==> config.mk <==
export PLATFORM = sky130hd
export DESIGN_NAME = mem_lock_arbiter
export DESIGN_NICKNAME = d
export VERILOG_FILES = /design/src/rtl/mem_lock_arbiter.sv
export SDC_FILE = /design/constraint.sdc
export NUM_CORES = 1
export LEC_CHECK = 0
export ABC_CLOCK_PERIOD_IN_PS = 4000
export CAP_MARGIN = 20
export CORE_MARGIN = 5
export CORE_UTILIZATION = 29
export DETAILED_ROUTE_END_ITERATION = 10
export PLACE_DENSITY = 0.58
export SYNTH_ARGS = -nofsm -noshare
export SYNTH_HDL_FRONTEND = slang
export SYNTH_SLANG_ARGS = --single-unit
==> constraint.sdc <==
create_clock -name clk -period 4 [get_ports clk]
set_input_delay 0.8 -clock clk [delete_from_list [all_inputs] [get_ports clk]]
set_output_delay 0.8 -clock clk [all_outputs]
set_load 0.01 [all_outputs]
==> src/rtl/mem_lock_arbiter.sv <==
// mem_lock_arbiter
//   Serialises the cores' main-memory reads/writes onto one single-port
//   synchronous memory and arbitrates lock/unlock requests against a
//   hardware lock table. The memory and lock paths are independent and
//   each has its own round-robin pointer.
//
// Ports
//   clk, reset            rising-edge clock, asynchronous active-high reset
//   rd_req, wr_req        per-core memory requests (level, held until ack)
//   req_adr, req_wdat     per-core address / write data, core i at [16i+:16]
//   mem_ack               one-cycle per-core pulse, access complete
//   mem_rdat_out          read data, valid with mem_ack (0 for writes)
//   mem_adr, mem_wdat     memory address / write data (driven while busy)
//   mem_re, mem_we        memory strobes
//   mem_rdat              memory read data, valid in the last busy cycle
//   lock_req, unlock_req  per-core lock table requests (level)
//   lock_adr_in           per-core 4-bit lock slot number
//   lock_ack              one-cycle per-core pulse, lock/unlock done
//   lock_err              one-cycle pulse with the ack, unlock by non-owner
module mem_lock_arbiter #(
  parameter int NCORE   = 2,
  parameter int MEM_LAT = 2,
  parameter int NLOCK   = 16
) (
  input  logic                 clk,
  input  logic                 reset,
  input  logic [NCORE-1:0]     rd_req,
  input  logic [NCORE-1:0]     wr_req,
  input  logic [16*NCORE-1:0]  req_adr,
  input  logic [16*NCORE-1:0]  req_wdat,
  output logic [NCORE-1:0]     mem_ack,
  output logic [15:0]          mem_rdat_out,
  output logic [15:0]          mem_adr,
  output logic [15:0]          mem_wdat,
  output logic                 mem_re,
  output logic                 mem_we,
  input  logic [15:0]          mem_rdat,
  input  logic [NCORE-1:0]     lock_req,
  input  logic [NCORE-1:0]     unlock_req,
  input  logic [4*NCORE-1:0]   lock_adr_in,
  output logic [NCORE-1:0]     lock_ack,
  output logic                 lock_err
);

  localparam int IW  = $clog2(NCORE);
  localparam int IW1 = IW + 1;

  localparam logic [1:0] S_IDLE = 2'd0;
  localparam logic [1:0] S_BUSY = 2'd1;
  localparam logic [1:0] S_DONE = 2'd2;

  // Returns {found, index} of the first requester at or after ptr, wrapping.
  function automatic logic [IW:0] rr_pick(input logic [NCORE-1:0] req,
                                          input logic [IW-1:0]    ptr);
    logic          found;
    logic [IW-1:0] sel;
    logic [IW:0]   idx;
    found = 1'b0;
    sel   = '0;
    for (int k = 0; k < NCORE; k++) begin
      idx = {1'b0, ptr} + IW1'(k);
      if (idx >= IW1'(NCORE)) idx = idx - IW1'(NCORE);
      if (!found && req[idx[IW-1:0]]) begin
        found = 1'b1;
        sel   = idx[IW-1:0];
      end
    end
    return {found, sel};
  endfunction

  function automatic logic [IW-1:0] rr_next(input logic [IW-1:0] g);
    return (g == IW'(NCORE - 1)) ? '0 : g + 1'b1;
  endfunction

  // ---------------- memory path ----------------
  logic [1:0]    state_reg;
  logic [IW-1:0] grant_reg;
  logic [IW-1:0] mem_rr_reg;
  logic [15:0]   adr_reg;
  logic [15:0]   wdat_reg;
  logic [15:0]   rdat_reg;
  logic          we_reg;
  logic [2:0]    cnt_reg;

  logic [IW:0]   mem_pick;
  logic [IW-1:0] mem_sel;

  assign mem_pick = rr_pick(rd_req | wr_req, mem_rr_reg);
  assign mem_sel  = mem_pick[IW-1:0];

  always_ff @(posedge clk or posedge reset) begin
    if (reset) begin
      state_reg  <= S_IDLE;
      grant_reg  <= '0;
      mem_rr_reg <= '0;
      adr_reg    <= '0;
      wdat_reg   <= '0;
      rdat_reg   <= '0;
      we_reg     <= 1'b0;
      cnt_reg    <= '0;
    end else begin
      case (state_reg)
        S_IDLE: begin
          if (mem_pick[IW]) begin
            grant_reg <= mem_sel;
            adr_reg   <= req_adr[16*mem_sel +: 16];
            wdat_reg  <= req_wdat[16*mem_sel +: 16];
            we_reg    <= wr_req[mem_sel];   // rd+wr together counts as a write
            cnt_reg   <= 3'(MEM_LAT - 1);
            state_reg <= S_BUSY;
          end
        end
        S_BUSY: begin
          if (cnt_reg == 3'd0) begin
            rdat_reg  <= mem_rdat;
            state_reg <= S_DONE;
          end else begin
            cnt_reg <= cnt_reg - 1'b1;
          end
        end
        S_DONE: begin
          mem_rr_reg <= rr_next(grant_reg);
          state_reg  <= S_IDLE;
        end
        default: state_reg <= S_IDLE;
      endcase
    end
  end

  // Outputs decode straight from state so reset silences them immediately.
  assign mem_re       = (state_reg == S_BUSY) && !we_reg;
  assign mem_we       = (state_reg == S_BUSY) && we_reg;
  assign mem_adr      = (state_reg == S_BUSY) ? adr_reg  : 16'h0000;
  assign mem_wdat     = (state_reg == S_BUSY) ? wdat_reg : 16'h0000;
  assign mem_rdat_out = (state_reg == S_DONE && !we_reg) ? rdat_reg : 16'h0000;

  always_comb begin
    mem_ack = '0;
    if (state_reg == S_DONE) mem_ack[grant_reg] = 1'b1;
  end

  // ---------------- lock path ----------------
  logic              valid_reg [NLOCK];
  logic [IW-1:0]     owner_reg [NLOCK];
  logic [IW-1:0]     lock_rr_reg;
  logic [NCORE-1:0]  lock_ack_reg;
  logic              lock_err_reg;

  logic [IW:0]       lk_pick;
  logic [IW-1:0]     lk_sel;
  logic [3:0]        lk_slot;
  logic              lk_owned;
  logic [NLOCK-1:0]  lk_set;
  logic [NLOCK-1:0]  lk_clr;
  logic [NCORE-1:0]  lock_ack_next;
  logic              lock_err_next;

  assign lk_pick  = rr_pick(lock_req | unlock_req, lock_rr_reg);
  assign lk_sel   = lk_pick[IW-1:0];
  assign lk_slot  = lock_adr_in[4*lk_sel +: 4];
  assign lk_owned = valid_reg[lk_slot] && (owner_reg[lk_slot] == lk_sel);

  always_comb begin
    lk_set        = '0;
    lk_clr        = '0;
    lock_ack_next = '0;
    lock_err_next = 1'b0;
    if (lk_pick[IW]) begin
      if (unlock_req[lk_sel]) begin
        // Unlock always acks; a non-owner only gets the error flag.
        lock_ack_next[lk_sel] = 1'b1;
        if (lk_owned) lk_clr[lk_slot] = 1'b1;
        else          lock_err_next   = 1'b1;
      end else if (!valid_reg[lk_slot] || lk_owned) begin
        lock_ack_next[lk_sel] = 1'b1;
        lk_set[lk_slot]       = 1'b1;
      end
      // Otherwise held by another core: silent, the core keeps retrying.
    end
  end

  // Pointer moves on every requesting cycle, even a blocked grant, so a
  // core spinning on a held lock cannot starve the others.
  always_ff @(posedge clk or posedge reset) begin
    if (reset) begin
      lock_rr_reg  <= '0;
      lock_ack_reg <= '0;
      lock_err_reg <= 1'b0;
    end else begin
      lock_ack_reg <= lock_ack_next;
      lock_err_reg <= lock_err_next;
      if (lk_pick[IW]) lock_rr_reg <= rr_next(lk_sel);
    end
  end

  genvar gi;
  generate
    for (gi = 0; gi < NLOCK; gi++) begin : g_slot
      always_ff @(posedge clk or posedge reset) begin
        if (reset)           valid_reg[gi] <= 1'b0;
        else if (lk_set[gi]) valid_reg[gi] <= 1'b1;
        else if (lk_clr[gi]) valid_reg[gi] <= 1'b0;
      end

      // Owner is meaningless while the slot is invalid, so it needs no reset.
      always_ff @(posedge clk) begin
        if (lk_set[gi]) owner_reg[gi] <= lk_sel;
      end
    end
  endgenerate

  assign lock_ack = lock_ack_reg;
  assign lock_err = lock_err_reg;

endmodule

# Word-level counts from Yosys, hierarchy flattened

Memory sizes are Yosys's and may differ from the RTL's.
Index checks and enable logic that the tools add are counted.

Flip-flop bits (word level): 76
Latch bits: 0
Bits in writable memories: 16
Bits in read-only memories: 0
Word-level logic and storage cells: 283
Memories: 1

Add/sub/neg operators: 9
Multiply operators: 0
Divide/modulo/power cells: 0
$lt $le $gt $ge: 16
Equality and inequality tests: 6
Shift operators: 3
Multiplexer cells: 166
Bitwise gates (word level): 3
Reductions and logical operators: 52

Memories:

| memory    | words | bits a word | rd ports | clocked after Yosys merged registers in | write ports | line | source |
|---|---|---|---|---|---|---|---|
| owner_reg | 16    | 1           | 1        | 0                                       | 1           | 144  | `logic [IW-1:0] owner_reg [NLOCK];` |

Operators with widths:

| operator            | count |
|---|---|
| $mux 16             | 9 |
| $mux 1              | 128 |
| $shiftx 32x6->16    | 2 |
| $mux 4              | 15 |
| $reduce_bool 2->1   | 17 |
| $reduce_or 1->1     | 15 |
| $lt 1x2->1 const B  | 7 |
| $mux 2              | 6 |
| $logic_and 1x1->1   | 9 |
| $shiftx 8x4->4      | 1 |
| $mux 3              | 2 |
| $ne 2x2->1 const B  | 3 |
| $pmux 3 s2          | 1 |
| $reduce_and 2->1    | 3 |
| $ge 5x5->1 const B  | 1 |
| $lt 4x5->1 const B  | 1 |
| $not 4->5           | 1 |
| $add 1x1->2 const B | 2 |
| $bmux 1 s4          | 1 |
| $demux 1 s4         | 1 |
| $ge 1x2->1 const B  | 2 |
| $ge 2x2->1 const B  | 2 |
| $ge 4x1->1 const B  | 1 |
| $logic_not 1->1     | 4 |
| other kinds (14)    | 21 |

# Longest topological paths before layout

Word-level depth: 36
Gate-level depth with buffers: 11
Depth with buffers taken out: 9

# Worst setup path before layout

Ideal clock, no wire load.

Kind: input -> register
Start: in unlock_req[1]
End: mem owner_reg[14] (netlist bit), enable pin
Library setup time: 326 ps
Data arrival time: 2743 ps
Required time: 3674 ps
Slack: 930 ps
Cell stages on the path: 11
Path buffers: 3
Cells stage by stage: or2_1 > buf_6 > nand2_4 > buf_6 > o31ai_1 > o41ai_2 > o311ai_2 > or2_1 > buf_4 > o21a_1 > nor4_1

RTL lines:

| what                                                                   | line | source |
|---|---|---|
| start: declaration                                                     | 39   | `input logic [NCORE-1:0] unlock_req,` |
| branches (longest 16 deep; another with $lt 4x5->1)                    | -    |  |
| $mux 16 *                                                              | 168  | `if (lk_pick[IW]) begin` |
| net lk_set[14]                                                         | 153  | `logic [NLOCK-1:0] lk_set;` |
| $mux 1 *                                                               | 207  | `if (lk_set[gi]) owner_reg[gi] <= lk_sel;` |
| $mux 1 (not written as such) *                                         | 207  |  |
| $reduce_or 1->1 (no source line)                                       | -    |  |
| $mux 4 (no source line) / $mux 1 (equally long branches) (2 in series) | -    |  |
| end: declaration                                                       | 144  |  |

Mark *: on every way through the listed nets, which the timed path passes. The select of a mux whose other input is x is not followed.

# Final worst setup path

Start: in unlock_req[1]
End: mem owner_reg[3] (netlist bit), enable pin

RTL lines:

| what                                                                    | line |
|---|---|
| branches (longest 16 deep; another with $lt 4x5->1)                     | - |
| $mux 16 *                                                               | 168 |
| net lk_set[3]                                                           | 153 |
| $mux 1 *                                                                | 207 |
| $mux 1 (not written as such) *                                          | 207 |
| $reduce_or 1->1 (no source line)                                        | - |
| $mux 4 (no source line) / $mux 1 (equally long branches) (13 in series) | - |

Marked as above.

==> flow_metrics.tcl <==
set metrics [dict create \
    synth_sequential_area_ratio_pct 44.18 \
    powerDensity_nw_per_um2 611.1 \
    cts.htree.levels 3 \
    final_antenna_net_count 0 \
    grtUsageMet1_pct 17.81 \
    grt_max_degree 71 \
    routed_wirelength_microns 15140 \
    cellLeakagePower_nw 2.959 \
    floorplan.initialDensity_pct 29.72 \
    syn-mean-instance-area_sq_um 10.31 \
    hold-worst-slack_ns 0.4740 \
    status "finished, final reports clean" \
    wl_per_cell_microns 16.63 \
    grt.met3_usage_pct 5.020 \
    synth_fp_nets 623 \
    cp.arrival_ns 3.68 \
    finClkSkew_ns 0.007524 \
    routabilityCongestion 0.9161 \
    leading_register_cell_type_out_of_synthesis "dfrtp_1" \
    tritoncts_clock_tree "built" \
    crit_fanout 19 \
    count_of_input_and_output_buffers 152 \
    setup_viol_count_final 0 \
    die_height_microns 146.4 \
    min_period_ns 3.655 \
    min_path_type "flop to flop" \
    synth_cells 523 \
    setup.worst_path.start_class "input port" \
    clock.fmax_mhz 273.6 \
    worstSetupEndpointType "flop" \
    mappedNetlistArea_sq_um 5393 \
    worst_ep_required_time_ns 4.03 \
    globalRouteOverflowTotal 0 \
    global_route_wire_length_before_repair_microns 24850 \
    antenna_cells_inserted 0 \
    fraction_of_final_layout_cells_with_drive_strength_greater_than_1_pct 15.42 \
    total_power_mw 4.629 \
    setup_ws_post_layout_ns 0.3449 \
    post-cts-setup-buffer-count 0 \
    nNetsFinal 776 \
    initial_antenna_violation_count 0 \
    design.die.area_sq_um 21420 \
    via_count_of_the_first_global_routing_pass 4684 \
    timing.slew.headroom_pct 34.93 \
    vias_per_cell 4.954 \
    holdBufCountCts 0 \
    synth_most_common_cell "dfrtp_1" \
    critical_path_class "input port to flop" \
    total_of_flip_flops_plus_latches_after_synthesis 92 \
    synth.lib_cells_used.distinct 70 \
    vdd.ir_drop.worst_mv 0.3306 \
    global_route.usage.total_pct 14.25 \
    rows 49 \
    final-max-slew-violation-count 0 \
    die_x_microns 146.4 \
    rsz0062_at_grt "false" \
    drt_drc_violations_left 0 \
    placement.setup.worst_slack_ns 0.05080 \
    grt.met2_usage_pct 23.66 \
    yosys_warnings 0 \
    clk_root_buffer_cell "clkbuf_16" \
    cts_buffers 9 \
    syn_to_final_growth_pct 40.46 \
    core-area_sq_um 18150 \
    ranking_of_synthesized_cells_by_instance_count "dfrtp_1, and2_1, nand2_1, o21ai_0, mux2i_1" \
    synth_enable_flop_cells 16 \
    fillCellCount 1760 \
    clockBufferDepth 2 \
    postSynth.asyncResetShare_pct 82.61 \
    top_usage_layer "met2" \
    design.portCount 153 \
    synth.area.top_cells "dfrtp_1, edfxtp_1, mux2i_1, and2_1, o21ai_0" \
    firstDrtPassIters 5 \
    clk_pin_slew_worst_paths_ns 0.07 \
    maximum_capacitance_violations 0 \
    synth_top_cell_area_share_pct 35.27 \
    worstMarginPinSlew_ns 0.9760 \
    synth_top_cell_by_area "dfrtp_1" \
    final.setup.tns_ns 0 \
    finalCritPeriodShare_pct 91.38 \
    cts_resized 0 \
    hpwlAfterDp_microns 11300 \
    clock-sinks 92 \
    clk_latency_ns 0.35 \
    first_iter_violations 266 \
    vias 4508 \
    final_hold_viol_count 0 \
]
-- cell type report --
| class | count | area [sq um] | area share, % |
|---|---|---|---|
| multi-input combinational | 374 | 2763 | 36.47 |
| sequential | 92 | 2382 | 31.45 |
| timing repair buffer | 177 | 1742 | 22.99 |
| tap | 229 | 286.5 | 3.783 |
| clock buffer | 10 | 239.0 | 3.155 |
| inverter | 22 | 83.83 | 1.107 |
| clock inverter | 6 | 78.83 | 1.041 |
-- routing by layer --
metal  share of wire [%]  up-vias
met5                   0        -
met4                 1.2        0
met3                 7.0       13
met2                  49      134
met1                  42     2171
li1                    -     2190
-- where the power goes --
group / switching, mW / leakage (nW) / internal, mW / total [mW]
Clock: 0.394 / 0.158 / 0.516 / 0.910
Combinational: 1.11 / 1.76 / 1.08 / 2.19
Sequential: 0.195 / 1.04 / 1.34 / 1.53
Total: 1.70 / 2.96 / 2.93 / 4.63
-- path summary, 6_finish.rpt --
kind                                          from                       end  slack (ns)  cells past startpoint
max                                  unlock_req[1]    owner_reg[3]$_DFFE_PP_        0.34                     10
min                         adr_reg[1]$_DFFE_PP0P_    adr_reg[1]$_DFFE_PP0P_        0.47                      2
max reg2reg                lock_rr_reg$_DFFE_PP0P_    owner_reg[3]$_DFFE_PP_        0.97                      9
min reg2reg                 adr_reg[1]$_DFFE_PP0P_    adr_reg[1]$_DFFE_PP0P_        0.47                      2
max in group asynchronous                    reset  valid_reg[9]$_DFFE_PP0P_        2.67                      4
min in group asynchronous                    reset   rdat_reg[2]$_DFFE_PP0P_        0.63                      2
-- metrics by stage --
step                      area [sq um]  utilization [%]  instances
after floorplan                   5393                -        523
after global placement            7229            39.84        893
after detailed placement          7229            39.84        893
after CTS                         7547            41.59        909
after global routing              7575            41.74        910
final                             7575            41.74        910
-- critical path, cell delays in order --
cell             delay (ns)
clkdlybuf4s50_1        0.51
nor2_2                 0.45
o21ai_4                0.15
nand2_1                0.38
mux2_4                 0.36
o31a_1                 0.29
a21oi_1                0.25
a211oi_4               0.08
buf_12                 0.17
nor3_1                 0.23
-- cells in the final DEF, fill, tap and decap left out, drive strengths merged, types with 2 or more instances in the layout --
cell and n:
a221oi 3, dfrtp 76, clkbuf 10, o211ai 2, clkdlybuf4s50 152, nor3 25
a31oi 4, ha 2, or3 9, and2 51, nor2b 3, a32o 2
a211oi 2, clkinv 2, nor4 3, nor4b 9, nand2b 4, and3 5
buf 25, a21boi 7, o21ai 49, mux2 17, inv 25, nor2 22
o21a 5, or2 5, mux2i 32, o32ai 12, o41ai 3, a21oi 13
o22ai 3, nand2 50, nand4b 3, edfxtp 16, nand3 2, o31ai 14
-- logic make-up (layout without fill, tap and decap cells) --
group	after synthesis	count (layout)	share of synthesized area [%]
AO/OA/AOI/OAI	130	130	20.40
adder cells (fa/ha/maj)	2	2	0.4640
buffers and inverters	57	215	5.058
flip-flops	92	92	44.18
multiplexers	50	50	9.977
AND/OR/NAND/NOR	192	192	19.93
(Power assumes the default switching activity.)
